==> src/rtl/strela_ctrl_csr_pkg.sv <==
// Shared types, register map offsets, field indices and reset values for the
// STRELA CGRA control/status register file.
package strela_csr_pkg;

    typedef struct packed {
        logic [31:0] addr;
        logic        write;
        logic [31:0] wdata;
        logic [3:0]  wstrb;
        logic        valid;
    } reg_req_t;

    typedef struct packed {
        logic [31:0] rdata;
        logic        error;
        logic        ready;
    } reg_rsp_t;

    localparam int unsigned CSR_CTRL     = 32'h00;
    localparam int unsigned CSR_STATUS   = 32'h04;
    localparam int unsigned CSR_CYCLES   = 32'h08;
    localparam int unsigned CSR_IRQ_EN   = 32'h0C;
    localparam int unsigned CSR_CFG_ADDR = 32'h10;
    localparam int unsigned CSR_CFG_SIZE = 32'h14;
    localparam int unsigned CH_BASE      = 32'h20;
    localparam int unsigned CH_STRIDE    = 8;

    localparam int unsigned CTRL_START    = 0;
    localparam int unsigned CTRL_LOAD     = 1;
    localparam int unsigned CTRL_RESET_SM = 2;
    localparam int unsigned CTRL_CLEAR    = 3;

    localparam int unsigned ST_DONE_EXEC = 0;
    localparam int unsigned ST_DONE_CFG  = 1;
    localparam int unsigned ST_BUSY_EXEC = 2;
    localparam int unsigned ST_BUSY_CFG  = 3;
    localparam int unsigned ST_CMD_ERR   = 4;

    typedef enum logic [1:0] {
        IDLE,
        CFG,
        EXEC
    } ctrl_state_e;

    localparam logic [31:0] IN_ADDR_RST   = 32'h8000_0000;
    localparam logic [31:0] IN_ADDR_STEP  = 32'h0100_0004;
    localparam logic [15:0] IN_STRIDE_RST = 16'h0004;
    localparam logic [31:0] OUT_ADDR_RST  = 32'h9000_0100;
    localparam logic [31:0] OUT_ADDR_STEP = 32'h0100_0000;
    localparam logic [31:0] CFG_ADDR_RST  = 32'h9000_0000;
    localparam logic [15:0] CFG_SIZE_RST  = 16'h0014;

    function automatic logic [31:0] apply_wstrb(logic [31:0] old_val,
                                                logic [31:0] wdata,
                                                logic [3:0]  wstrb);
        logic [31:0] res;
        res = old_val;
        for (int unsigned b = 0; b < 4; b++) begin
            if (wstrb[b]) res[b*8 +: 8] = wdata[b*8 +: 8];
        end
        return res;
    endfunction

endpackage

==> src/rtl/strela_ctrl_csr_if.sv <==
// Register-bus request/response bundle for the STRELA control CSR block.
interface strela_ctrl_csr_if;
    import strela_csr_pkg::*;

    reg_req_t req;
    reg_rsp_t rsp;

    modport master (output req, input rsp);
    modport slave  (input req, output rsp);
endinterface

==> src/rtl/strela_ctrl_csr_seq.sv <==
// Configuration/execution sequencer: command FSM, one-cycle pulses, sticky
// done/error flags and the saturating execution cycle counter.
module strela_csr_seq
    import strela_csr_pkg::*;
(
    input  logic        clk_i,
    input  logic        rst_ni,
    input  logic        ctrl_we_i,
    input  logic [3:0]  ctrl_i,
    input  logic        done_cfg_i,
    input  logic        done_exec_i,
    output logic        load_cfg_o,
    output logic        start_exec_o,
    output logic        reset_sm_o,
    output logic [4:0]  status_o,
    output logic [31:0] cycles_o
);

    ctrl_state_e state_q;
    logic        done_exec_q, done_cfg_q, cmd_err_q;
    logic [31:0] cycles_q;

    // Later assignments override earlier ones: flag sets beat clear, and a
    // reset_sm command beats any state change or counter update.
    always_ff @(posedge clk_i or negedge rst_ni) begin
        if (!rst_ni) begin
            state_q      <= IDLE;
            load_cfg_o   <= 1'b0;
            start_exec_o <= 1'b0;
            reset_sm_o   <= 1'b0;
            done_exec_q  <= 1'b0;
            done_cfg_q   <= 1'b0;
            cmd_err_q    <= 1'b0;
            cycles_q     <= '0;
        end else begin
            load_cfg_o   <= 1'b0;
            start_exec_o <= 1'b0;
            reset_sm_o   <= 1'b0;

            if (ctrl_we_i && ctrl_i[CTRL_CLEAR]) begin
                done_exec_q <= 1'b0;
                done_cfg_q  <= 1'b0;
                cmd_err_q   <= 1'b0;
            end

            case (state_q)
                CFG: begin
                    if (done_cfg_i) begin
                        done_cfg_q <= 1'b1;
                        state_q    <= IDLE;
                    end
                end
                EXEC: begin
                    if (done_exec_i) begin
                        done_exec_q <= 1'b1;
                        state_q     <= IDLE;
                    end else if (cycles_q != '1) begin
                        cycles_q <= cycles_q + 32'd1;
                    end
                end
                default: ;
            endcase

            if (ctrl_we_i) begin
                if (ctrl_i[CTRL_RESET_SM]) begin
                    reset_sm_o <= 1'b1;
                    state_q    <= IDLE;
                    cycles_q   <= cycles_q;
                end else if (ctrl_i[CTRL_LOAD] || ctrl_i[CTRL_START]) begin
                    if (state_q != IDLE) begin
                        cmd_err_q <= 1'b1;
                    end else if (ctrl_i[CTRL_LOAD]) begin
                        load_cfg_o <= 1'b1;
                        state_q    <= CFG;
                        if (ctrl_i[CTRL_START]) cmd_err_q <= 1'b1;
                    end else begin
                        start_exec_o <= 1'b1;
                        cycles_q     <= '0;
                        state_q      <= EXEC;
                    end
                end
            end
        end
    end

    assign status_o = {cmd_err_q, (state_q == CFG), (state_q == EXEC),
                       done_cfg_q, done_exec_q};
    assign cycles_o = cycles_q;

endmodule

==> src/rtl/strela_ctrl_csr.sv <==
// STRELA CGRA control/status register file: address decode and descriptor
// storage. Optional interrupt output enabled by defining STRELA_CSR_IRQ_EN.
module strela_ctrl_csr
    import strela_csr_pkg::*;
#(
    parameter int unsigned N_IN   = 4,
    parameter int unsigned N_OUT  = 4,
    parameter int unsigned ADDR_W = 8
) (
    input  logic                    clk_i,
    input  logic                    rst_ni,
    strela_ctrl_csr_if.slave        reg_bus,
    output logic [N_IN-1:0][31:0]   in_addr_o,
    output logic [N_IN-1:0][15:0]   in_size_o,
    output logic [N_IN-1:0][15:0]   in_stride_o,
    output logic [N_OUT-1:0][31:0]  out_addr_o,
    output logic [N_OUT-1:0][15:0]  out_size_o,
    output logic [31:0]             cfg_addr_o,
    output logic [15:0]             cfg_size_o,
    output logic                    load_cfg_o,
    output logic                    start_exec_o,
    output logic                    reset_sm_o,
    input  logic                    done_cfg_i,
    input  logic                    done_exec_i,
    output logic                    irq_o
);

    localparam int unsigned CH_END = CH_BASE + CH_STRIDE * (N_IN + N_OUT);

    logic [31:0] a32, ch_idx, rdata;
    logic        ch_hit, ch_hi, err, wr_en, ctrl_we;
    logic [4:0]  status;
    logic [31:0] cycles;
    logic        unused_addr;

    assign a32         = 32'(reg_bus.req.addr[ADDR_W-1:0]);
    assign unused_addr = ^reg_bus.req.addr[31:ADDR_W];
    assign ch_hit      = (a32 >= CH_BASE) && (a32 < CH_END) && (a32[1:0] == 2'b00);
    assign ch_idx      = (a32 - CH_BASE) >> 3;
    assign ch_hi       = a32[2];

`ifdef STRELA_CSR_IRQ_EN
    logic [4:0] irq_en_q;
`endif

    always_comb begin
        rdata = '0;
        err   = 1'b0;
        if (a32[1:0] != 2'b00) begin
            err = 1'b1;
        end else if (a32 == CSR_CTRL) begin
            rdata = '0;
        end else if (a32 == CSR_STATUS) begin
            rdata = {27'd0, status};
            err   = reg_bus.req.write;
        end else if (a32 == CSR_CYCLES) begin
            rdata = cycles;
            err   = reg_bus.req.write;
        end else if (a32 == CSR_IRQ_EN) begin
`ifdef STRELA_CSR_IRQ_EN
            rdata = {27'd0, irq_en_q};
`endif
        end else if (a32 == CSR_CFG_ADDR) begin
            rdata = cfg_addr_o;
        end else if (a32 == CSR_CFG_SIZE) begin
            rdata = {16'd0, cfg_size_o};
        end else if (ch_hit) begin
            for (int unsigned i = 0; i < N_IN; i++) begin
                if (ch_idx == i) rdata = ch_hi ? {in_stride_o[i], in_size_o[i]} : in_addr_o[i];
            end
            for (int unsigned j = 0; j < N_OUT; j++) begin
                if (ch_idx == N_IN + j) rdata = ch_hi ? {16'd0, out_size_o[j]} : out_addr_o[j];
            end
        end else begin
            err = 1'b1;
        end
        if (err) rdata = '0;
    end

    assign reg_bus.rsp = '{rdata: rdata, error: err, ready: 1'b1};
    assign wr_en       = reg_bus.req.valid && reg_bus.req.write && !err;
    assign ctrl_we     = wr_en && (a32 == CSR_CTRL);

    always_ff @(posedge clk_i or negedge rst_ni) begin
        if (!rst_ni) begin
            for (int unsigned i = 0; i < N_IN; i++) begin
                in_addr_o[i]   <= IN_ADDR_RST + 32'(i) * IN_ADDR_STEP;
                in_size_o[i]   <= '0;
                in_stride_o[i] <= IN_STRIDE_RST;
            end
            for (int unsigned j = 0; j < N_OUT; j++) begin
                out_addr_o[j] <= OUT_ADDR_RST + 32'(j) * OUT_ADDR_STEP;
                out_size_o[j] <= '0;
            end
            cfg_addr_o <= CFG_ADDR_RST;
            cfg_size_o <= CFG_SIZE_RST;
        end else if (wr_en) begin
            if (a32 == CSR_CFG_ADDR)
                cfg_addr_o <= apply_wstrb(cfg_addr_o, reg_bus.req.wdata, reg_bus.req.wstrb);
            if (a32 == CSR_CFG_SIZE)
                cfg_size_o <= 16'(apply_wstrb({16'd0, cfg_size_o}, reg_bus.req.wdata, reg_bus.req.wstrb));
            for (int unsigned i = 0; i < N_IN; i++) begin
                if (ch_hit && ch_idx == i) begin
                    if (ch_hi)
                        {in_stride_o[i], in_size_o[i]} <= apply_wstrb({in_stride_o[i], in_size_o[i]},
                                                                      reg_bus.req.wdata, reg_bus.req.wstrb);
                    else
                        in_addr_o[i] <= apply_wstrb(in_addr_o[i], reg_bus.req.wdata, reg_bus.req.wstrb);
                end
            end
            for (int unsigned j = 0; j < N_OUT; j++) begin
                if (ch_hit && ch_idx == N_IN + j) begin
                    if (ch_hi)
                        out_size_o[j] <= 16'(apply_wstrb({16'd0, out_size_o[j]},
                                                         reg_bus.req.wdata, reg_bus.req.wstrb));
                    else
                        out_addr_o[j] <= apply_wstrb(out_addr_o[j], reg_bus.req.wdata, reg_bus.req.wstrb);
                end
            end
        end
    end

    strela_csr_seq u_seq (
        .clk_i        (clk_i),
        .rst_ni       (rst_ni),
        .ctrl_we_i    (ctrl_we),
        .ctrl_i       (reg_bus.req.wdata[3:0] & {4{reg_bus.req.wstrb[0]}}),
        .done_cfg_i   (done_cfg_i),
        .done_exec_i  (done_exec_i),
        .load_cfg_o   (load_cfg_o),
        .start_exec_o (start_exec_o),
        .reset_sm_o   (reset_sm_o),
        .status_o     (status),
        .cycles_o     (cycles)
    );

`ifdef STRELA_CSR_IRQ_EN
    // Only the done and cmd_err bits can raise an interrupt.
    always_ff @(posedge clk_i or negedge rst_ni) begin
        if (!rst_ni) begin
            irq_en_q <= '0;
            irq_o    <= 1'b0;
        end else begin
            if (wr_en && a32 == CSR_IRQ_EN)
                irq_en_q <= 5'(apply_wstrb({27'd0, irq_en_q}, reg_bus.req.wdata,
                                           reg_bus.req.wstrb)) & 5'b10011;
            irq_o <= (|(status[1:0] & irq_en_q[1:0])) | (status[4] & irq_en_q[4]);
        end
    end
`else
    assign irq_o = 1'b0;
`endif

endmodule

==> src/flat_wrapper.sv <==
// flat-port wrapper written by rule: the top's interface ports become plain ports
module strela_ctrl_csr_flat import strela_csr_pkg::*;
#(
    parameter int unsigned N_IN   = 4,
    parameter int unsigned N_OUT  = 4,
    parameter int unsigned ADDR_W = 8
)
  (clk_i, rst_ni, in_addr_o, in_size_o, in_stride_o, out_addr_o, out_size_o, cfg_addr_o, cfg_size_o, load_cfg_o, start_exec_o, reset_sm_o, done_cfg_i, done_exec_i, irq_o, reg_bus_req, reg_bus_rsp);
  strela_ctrl_csr_if reg_bus_i ();
  input  logic clk_i;
  input  logic rst_ni;
  output logic [N_IN-1:0][31:0] in_addr_o;
  output logic [N_IN-1:0][15:0] in_size_o;
  output logic [N_IN-1:0][15:0] in_stride_o;
  output logic [N_OUT-1:0][31:0] out_addr_o;
  output logic [N_OUT-1:0][15:0] out_size_o;
  output logic [31:0] cfg_addr_o;
  output logic [15:0] cfg_size_o;
  output logic load_cfg_o;
  output logic start_exec_o;
  output logic reset_sm_o;
  input  logic done_cfg_i;
  input  logic done_exec_i;
  output logic irq_o;
  input wire logic [$bits(reg_bus_i.req)-1:0] reg_bus_req;
  output wire logic [$bits(reg_bus_i.rsp)-1:0] reg_bus_rsp;
  assign reg_bus_i.req = reg_bus_req;
  assign reg_bus_rsp = reg_bus_i.rsp;
  strela_ctrl_csr #(.N_IN(N_IN), .N_OUT(N_OUT), .ADDR_W(ADDR_W)) u_core (.clk_i(clk_i), .rst_ni(rst_ni), .reg_bus(reg_bus_i), .in_addr_o(in_addr_o), .in_size_o(in_size_o), .in_stride_o(in_stride_o), .out_addr_o(out_addr_o), .out_size_o(out_size_o), .cfg_addr_o(cfg_addr_o), .cfg_size_o(cfg_size_o), .load_cfg_o(load_cfg_o), .start_exec_o(start_exec_o), .reset_sm_o(reset_sm_o), .done_cfg_i(done_cfg_i), .done_exec_i(done_exec_i), .irq_o(irq_o));
endmodule
==> config.mk <==
export PLATFORM = sky130hd
export DESIGN_NAME = strela_ctrl_csr_flat
export DESIGN_NICKNAME = d
export VERILOG_FILES = /design/src/rtl/strela_ctrl_csr_pkg.sv /design/src/rtl/strela_ctrl_csr_if.sv /design/src/rtl/strela_ctrl_csr_seq.sv /design/src/rtl/strela_ctrl_csr.sv /design/src/flat_wrapper.sv
export SDC_FILE = /design/constraint.sdc
export NUM_CORES = 1
export LEC_CHECK = 0
export ABC_AREA = 1
export CORE_MARGIN = 5
export CORE_UTILIZATION = 50
export DETAILED_ROUTE_END_ITERATION = 6
export PLACE_DENSITY = 0.79
export SYNTH_ARGS = -nofsm -noshare
export SYNTH_HDL_FRONTEND = slang
export SYNTH_SLANG_ARGS = --single-unit
==> constraint.sdc <==
create_clock -name clk_i -period 6.15 [get_ports clk_i]
set_input_delay 1.845 -clock clk_i [delete_from_list [all_inputs] [get_ports clk_i]]
set_output_delay 1.845 -clock clk_i [all_outputs]
set_load 0.02 [all_outputs]
==> results of run 1 <==
[layout by cell type (no fill, tap or decap), drive strengths merged, types with 2 or more instances in the layout]
cell type      instances
o211ai                42
nand3                114
nor3b                  3
o21bai                 2
buf                  194
diode                  3
conb                   2
nor3                  15
clkdlybuf4s50        542
dlymetal6s2s           3
clkinv                 4
dlygate4sd2            2
clkinvlp               3
a31oi                 16
o21a                   3
xor2                   2
inv                  380
o21ai                717
clkbuf                96
dfstp                 36
nand3b                 8
o31ai                  9
ha                     5
nand4                 54
nor2                 188
dfrtp                500
and3                   4
clkdlybuf4s15          8
a21oi                 72
o2111ai                3
nand2               1249
[per-layer routing]
| layer | wire (um) | GRT usage, % |
|---|---|---|
| met5 | 37 | 0 |
| met4 | 7827 | 21.04 |
| met3 | 12250 | 10.18 |
| met2 | 52090 | 59.40 |
| met1 | 39950 | 44.01 |
[worst min-delay path by stage]
stage	cells after the start	to	start	slack, ns
after global placement	2	u_core.out_addr_o[104]	u_core.out_addr_o[104]	0.47
after global routing	2	u_core.out_addr_o[120]	u_core.out_addr_o[120]	0.51
final	2	u_core.out_addr_o[104]	u_core.out_addr_o[104]	0.49
after floorplan	2	u_core.u_seq.done_exec_q	u_core.u_seq.done_exec_q	0.45
after CTS	2	u_core.out_addr_o[104]	u_core.out_addr_o[104]	0.49
after detailed placement	2	u_core.u_seq.done_exec_q	u_core.u_seq.done_exec_q	0.48
[flip-flops by register name, indices dropped and copies added, names as in the netlist]
name                       cells
u_core.u_seq.state_q           2
u_core.u_seq.cycles_o         32
u_core.u_seq.start_exec_o      1
u_core.u_seq.done_exec_q       1
u_core.u_seq.reset_sm_o        1
u_core.u_seq.load_cfg_o        1
u_core.in_size_o              64
u_core.in_addr_o             128
u_core.cfg_addr_o             32
u_core.out_addr_o            128
u_core.cfg_size_o             16
u_core.u_seq.done_cfg_q        1
u_core.u_seq.cmd_err_q         1
u_core.out_size_o             64
u_core.in_stride_o            64
[final cells by class]
type                            instances  area, um2  share of cell area, %
Antenna cell                            3      7.507                0.02056
Clock buffer                           94       1758                  4.815
Clock inverter                          9      82.58                 0.2262
Inverter                              379       1429                  3.914
Multi-Input combinational cell       2513      11510                  31.52
Sequential cell                       536      13460                  36.86
Tap cell                              696      870.8                  2.385
Timing Repair Buffer                  752       7395                  20.26
[worst max-delay path, delay by kind of cell]
family          cells  cell delay, ns
simple gates        9            0.97
buf+inv             9            1.24
compound gates      1            0.17
[repair_timing]
item,in CTS,in global routing
setup endpoints to repair,33,33
resized for setup,204,19
pin swaps,32,7
gates cloned,2,0
buffers inserted,6,2
[power by group]
part | internal [mW] | switching [mW] | total (mW)
clock | 1.98 | 1.46 | 3.44
sequential | 3.54 | 0.0107 | 3.55
combinational | 0.154 | 0.405 | 0.560
total | 5.67 | 1.88 | 7.55
[logic make-up (layout without fill, tap and decap cells)]
family | Yosys count | count (layout) | share of synthesized area, %
other cells | 2 | 5 | 0.02763
flops | 536 | 536 | 49.52
buf+inv | 620 | 1234 | 9.000
fa+ha+maj | 5 | 5 | 0.2302
xor+xnor | 2 | 2 | 0.06447
compound gates | 868 | 868 | 16.67
simple gates | 1636 | 1636 | 24.49
==> impl_results.md, run 1 <==
* Final non-filler cell total at between 4k and 5k
* Overflow left after global routing at 0
* Upper clock frequency limit at about 160 MHz
* Die width at ~240 um
* Delay of the slowest cell on the worst path at about 0.25 ns
* Placed cells at ~4.9k
* Starting DRC count in detailed routing at 3,264
* Hold Buf Count CTS at 0
* Via density per instance at 5.757
* Static power due to leakage at roughly 18 nW
* Worst IR Drop VDD at between 0.2 and 0.25 mV
* Crit Path Category: in2out
* Crit-path most repeated cell: buf_4
* Routed Antenna Nets at 0
* Synth Instances at 3,669
* Depth of the most critical reg-to-reg path at 12
* Number of failing hold endpoints at the final stage at 0
* HPWL after DPL at 81,900 um
* Count of warnings emitted by yosys at 0
* Synth top area cells: dfrtp_1 (46%), nand2_1 (17%), o21ai_0 (12%)
* Final nets at 4,318
* Setup slack after placement at -0.5403 ns
* Number of pins exceeding their max-slew limit in the final report at 0
* Wire length of the first global-routing pass at 168,800 um
* Vertical extent of the die at 243.1 um
* Fraction of final layout cells with drive strength greater than 1 at 9.923%
* Fraction of synthesized cell area taken by the top area cell type at 46.04%
* Least setup slack across all paths after layout at between 0.07 and 0.08 ns
* Die area at around 60,000 um2
* Most numerous cell types in the synthesized netlist: nand2_1 (1,243), o21ai_0 (640), dfrtp_1 (500)
* Clock buffer count from CTS at 57
* Worst rel slew slack at 17.11%
* Total track usage at 36.61%
* Clock Sink Count at between 500 and 600
* Kind of path behind the tightest hold check: reg2reg
* Initial core utilization at approximately half
* Final Total Pwr at 7.551 mW
* Area of the core at 53,810 um2
* Number of enable flip-flop cells after synthesis at 0
* Clock insertion delay at the later pin of the skew report at 0.62 ns
* Max clock buf depth at 3
* Endpoint class of the critical path: output pin
* Worst clock skew at 0.009840 ns
* H-tree lvl count at 2
* Worst r2r src: u_core.u_seq.state_q[0]
* Number of global-route vias before repair at about 28k
* Proportion of synthesized flip-flops having asynchronous set or reset at 100.0%
* Post-synthesis instance area at 27,180 um2
* Number of distinct library cells after synthesis at 40
* Final setup fails at 0
* Detailed-router iteration count before antenna repair at 6
* Critical path destination: reg_bus_rsp[4]
* Clock Tree Root: clkbuf_16
* Data required time at the worst endpoint at between 4 and 5 ns
* CP Max Fanout at 8
* Sequence of cells on the critical path: dlygate4sd2_1, buf_4, nor2_1, nand2_1, nand2_2, inv_4, nand2_4, buf_12, buf_12, buf_4, nand3_1, a21oi_1, buf_4, nand4_1, nand2_2, nand4_1, nand2_1, inv_1, buf_2
* Total wire length at 112,200 um
* Proportion of synthesized chip area in sequential cells at around 50%
* R2R Setup Slk at 2.97 ns
* Summed area of non-filler cells in the final layout at between 30,000 and 40,000 um2
* Count leader, synth: nand2_1
* Row count at 85
* Clock period minus final worst setup slack at 6.075 ns
* Number of nets produced by synthesis at 3,748
* Total number of vias at 28.68k
* WL/cell at 22.51 um
* Final weighted congestion in routability-driven placement at 1.003
* Area of placed instances at between 30,000 and 40,000 um2
* Count of input and output buffers at 581
* Setup total negative slack at 0 ns
* Post-layout utilization of the core at between 60 and 70%
* Clock tree from TritonCTS: built
* Largest net degree at the start of global routing at 111
* Critical path launch point type: input pin
* Arrival time at the worst endpoint at 4.23 ns
* Dominant cell type by area after synthesis: dfrtp_1
* I/O pins at 608
* Initial antenna violation count at 5
* Critical R2R Capture: u_core.u_seq.cycles_o[19]
* Fillcell total at around 4.5k
* PwrDens at 206.8 nW/um2
* Fraction of the cycle the final worst path needs at a little over nine tenths
* Area growth from synthesis to final layout at 34.33%
* Post-route DRC violation count at 0
* CP max stage cell: dlygate4sd2_1
* Worst Setup SP: reg_bus_req[44]
* Flops & latches, synth at 536
* Post-Synthesis Mean Instance Area at around 7.4 um2
* WHS at 0.4890 ns
* Status: finished clean
* Max cap viols at 0
* Clock slew at the register clock pins of the worst setup and hold paths at approximately 0.05 ns
* Tightest Pin Transition at about 1.2 ns
* Dominant register cell in the synthesized netlist: dfrtp_1
Power figures use the tool's default switching activity.
==> run 2: changes to the inputs <==
--- a/config.mk
+++ b/config.mk
@@ -9,7 +9,7 @@
 export CORE_MARGIN = 5
 export CORE_UTILIZATION = 50
 export DETAILED_ROUTE_END_ITERATION = 6
-export PLACE_DENSITY = 0.79
+export PLACE_DENSITY_LB_ADDON = 0.2
 export SYNTH_ARGS = -nofsm -noshare
 export SYNTH_HDL_FRONTEND = slang
 export SYNTH_SLANG_ARGS = --single-unit
==> run 2 against run 1 <==
Effect of this change: the flow now finishes with violations (DRC); largest power group is now clock; register-to-register slack worse by 0.13 ns; clock skew down 0.0038 ns; die area unchanged; via count down 1.6%; cell count unchanged; sequential cell count unchanged; total power up 2.8%; non-clock buffer count down 8; utilization up 0.17 points; routed wire length down 1.5%.
==> impl_results.md, run 2 (synthesis results as in run 1) <==
* HPWL after DPL at 81,140 um (-0.92%)
* Detailed-router iteration count before antenna repair at 7 (+1)
* Unrepaired setup endpoints after global routing: true
* Vertical extent of the die at 243.1 um (unchanged)
* Overflow left after global routing at 0 (unchanged)
* Most common cell after layout, fill and taps aside: nand2_1
* Worst rel slew slack at 23.82% (+6.7 points)
* Critical R2R Capture: u_core.u_seq.cycles_o[19]
* Number of failing hold endpoints at the final stage at 0 (unchanged)
* Arrival time at the worst endpoint at 4.23 ns (about the same)
* Clock insertion delay at the later pin of the skew report at 0.62 ns (about the same)
* Tightest Pin Transition at 1.139 ns (-0.1004 ns)
* Clock tree from TritonCTS: built
* Total wire length at 110,400 um (-1.5%)
* Registers with the most flip-flops: u_core.in_addr_o: 128 flops, u_core.out_addr_o: 128 flops
* R2R Setup Slk at 2.84 ns (-0.13 ns)
* Starting DRC count in detailed routing at 2,701 (-17%)
* Status: finished with violations
* Largest net degree at the start of global routing at 100 (-9.9%)
* CP top delay family: buffers and inverters
* Routed Antenna Nets at 0 (unchanged)
* Worst Setup SP: reg_bus_req[41]
* Kind of path behind the tightest hold check: reg2reg
* Area of placed instances at 34,350 um2 (about the same)
* Critical path destination: reg_bus_rsp[25]
* Row count at 85 (unchanged)
* Wire length of the first global-routing pass at 165,100 um (-2.2%)
* Clock buffer count from CTS at 58 (+1.8%)
* Fraction of final layout cells with drive strength greater than 1 at 10.02% (+0.096 points)
* Initial antenna violation count at 5 (unchanged)
* Number of global-route vias before repair at 26.82k (-4.0%)
* Worst r2r src: u_core.u_seq.state_q[0]
* Clock slew at the register clock pins of the worst setup and hold paths at 0.06 ns (about the same)
* Area growth from synthesis to final layout at 34.66%
* WHS at 0.4811 ns (-0.007873 ns)
* Worst IR Drop VDD at 0.2186 mV (+1.9%)
* Setup slack after placement at -0.5712 ns (-0.03089 ns)
* CP Max Fanout at 10 (+2)
* Max clock buf depth at 3 (unchanged)
* Initial core utilization at 50.50% (unchanged)
* Summed area of non-filler cells in the final layout at 36,600 um2 (+0.25%)
* Final setup fails at 0 (unchanged)
* Clock Tree Root: clkbuf_16
* Crit Path Category: in2out
* I/O pins at 608 (unchanged)
* Fraction of the cycle the final worst path needs at 98.72% (about the same)
* Die width at 243.1 um (unchanged)
* Critical path launch point type: input pin
* Post-route DRC violation count at 2 (+2)
* Depth of the critical timing path with buffers and inverters included at 17 (-2)
* Count of input and output buffers at 581 (unchanged)
* Worst clock skew at 0.006085 ns (-0.003754 ns)
* Delay of the slowest cell on the worst path at 0.52 ns (+0.27 ns)
* Least setup slack across all paths after layout at 0.07858 ns (+0.003395 ns)
* CP max stage cell: clkdlybuf4s50_1
* PwrDens at 212.0 nW/um2 (+2.5%)
* Crit-path most repeated cell: nand2_1
* Hold Buf Count CTS at 0 (unchanged)
* Max cap viols at 0 (unchanged)
* Via density per instance at 5.665 (-1.6%)
* H-tree lvl count at 2 (unchanged)
* Clock Sink Count at 536 (unchanged)
* Final weighted congestion in routability-driven placement at 0.9641 (-3.8%)
* Sequence of cells on the critical path: clkdlybuf4s50_1, inv_2, or2_2, nor2_4, buf_12, buf_12, nand3_1, nand3_1, o21ai_2, nand3b_1, nand2_1, nand2_1, nand2_1, nand3_1, nand2_1, inv_1, clkdlybuf4s15_2
* Data required time at the worst endpoint at 4.30 ns (about the same)
* Clock period minus final worst setup slack at 6.071 ns (-0.003395 ns)
* Upper clock frequency limit at 164.7 MHz (about the same)
* Depth of the most critical reg-to-reg path at 12 (unchanged)
* WL/cell at 22.17 um (-1.5%)
* Setup total negative slack at 0 ns (unchanged)
* Failing checks: DRC
* Total number of vias at 28.23k (-1.6%)
* Final nets at 4,311 (-0.16%)
* Most frequent cells in the layout: nand2_1 (1,221), o21ai_0 (624), clkdlybuf4s50_1 (544)
* Post-layout utilization of the core at 68.01% (+0.17 points)
* Total track usage at 35.93% (-0.69 points)
* Die area at 59,120 um2 (unchanged)
* Static power due to leakage at 18.09 nW (+0.25%)
* Fillcell total at 4,577 (+1.9%)
* Number of pins exceeding their max-slew limit in the final report at 0 (unchanged)
* Worst Path Buf+Inv at 6 (-3)
* Area of the core at 53,810 um2 (unchanged)
* Endpoint class of the critical path: output pin
## run 2: cell type report
class	instances	area, um2	share of cell area (%)
Antenna cell	4	10.01	0.02735
Clock inverter	15	185.2	0.5060
Timing Repair Buffer	744	7328	20.02
Inverter	379	1430	3.908
Sequential cell	536	13460	36.77
Tap cell	696	870.8	2.379
Clock buffer	95	1804	4.930
Multi-Input combinational cell	2513	11510	31.45
## run 2: worst min path at each step
stage | startpoint | to | depth (start not counted)
final | u_core.in_addr_o[121] | u_core.in_addr_o[121] | 2
after global routing | u_core.out_addr_o[104] | u_core.out_addr_o[104] | 2
after CTS | u_core.in_addr_o[121] | u_core.in_addr_o[121] | 2
after detailed placement | u_core.in_addr_o[121] | u_core.in_addr_o[121] | 2
after global placement | u_core.in_addr_o[127] | u_core.in_addr_o[127] | 2
after floorplan | u_core.u_seq.done_exec_q | u_core.u_seq.done_exec_q | 2
## run 2: per-layer routing
metal	global-route usage [%]	share of wire, %
met1	44.38	37
met2	58.40	47
met3	9.296	11
met4	18.72	6.0
met5	0	0
## run 2: worst reg2reg max path, stage by stage (launching register included)
cell	delay, ns
dfrtp_1	0.41
inv_1	0.10
ha_1	0.37
inv_1	0.21
nor2_1	0.25
inv_1	0.19
o21bai_1	0.28
nor2_1	0.58
nand4_1	0.23
nor2_1	0.34
nand4_1	0.12
nand2_1	0.09
nor2_1	0.04
## run 2: metrics by stage
step                instances  total power, mW
floorplan                3669            3.830
finish                   4982            7.760
global placement         4864            4.134
CTS                      4977            7.768
detailed placement       4864            4.135
global route             4981            7.953
## run 2: power by group
group	leakage [nW]	switching (mW)	internal, mW
Clock	0.967	1.50	2.16
Sequential	6.25	0.0103	3.54
Combinational	10.9	0.397	0.151
Total	18.1	1.91	5.85
## run 2: repair_timing
action,4_1_cts,5_1_grt
gates resized for setup,196,21
setup endpoints to repair,32,33
setup buffers,4,0
gates cloned,0,1
pin swaps,26,4
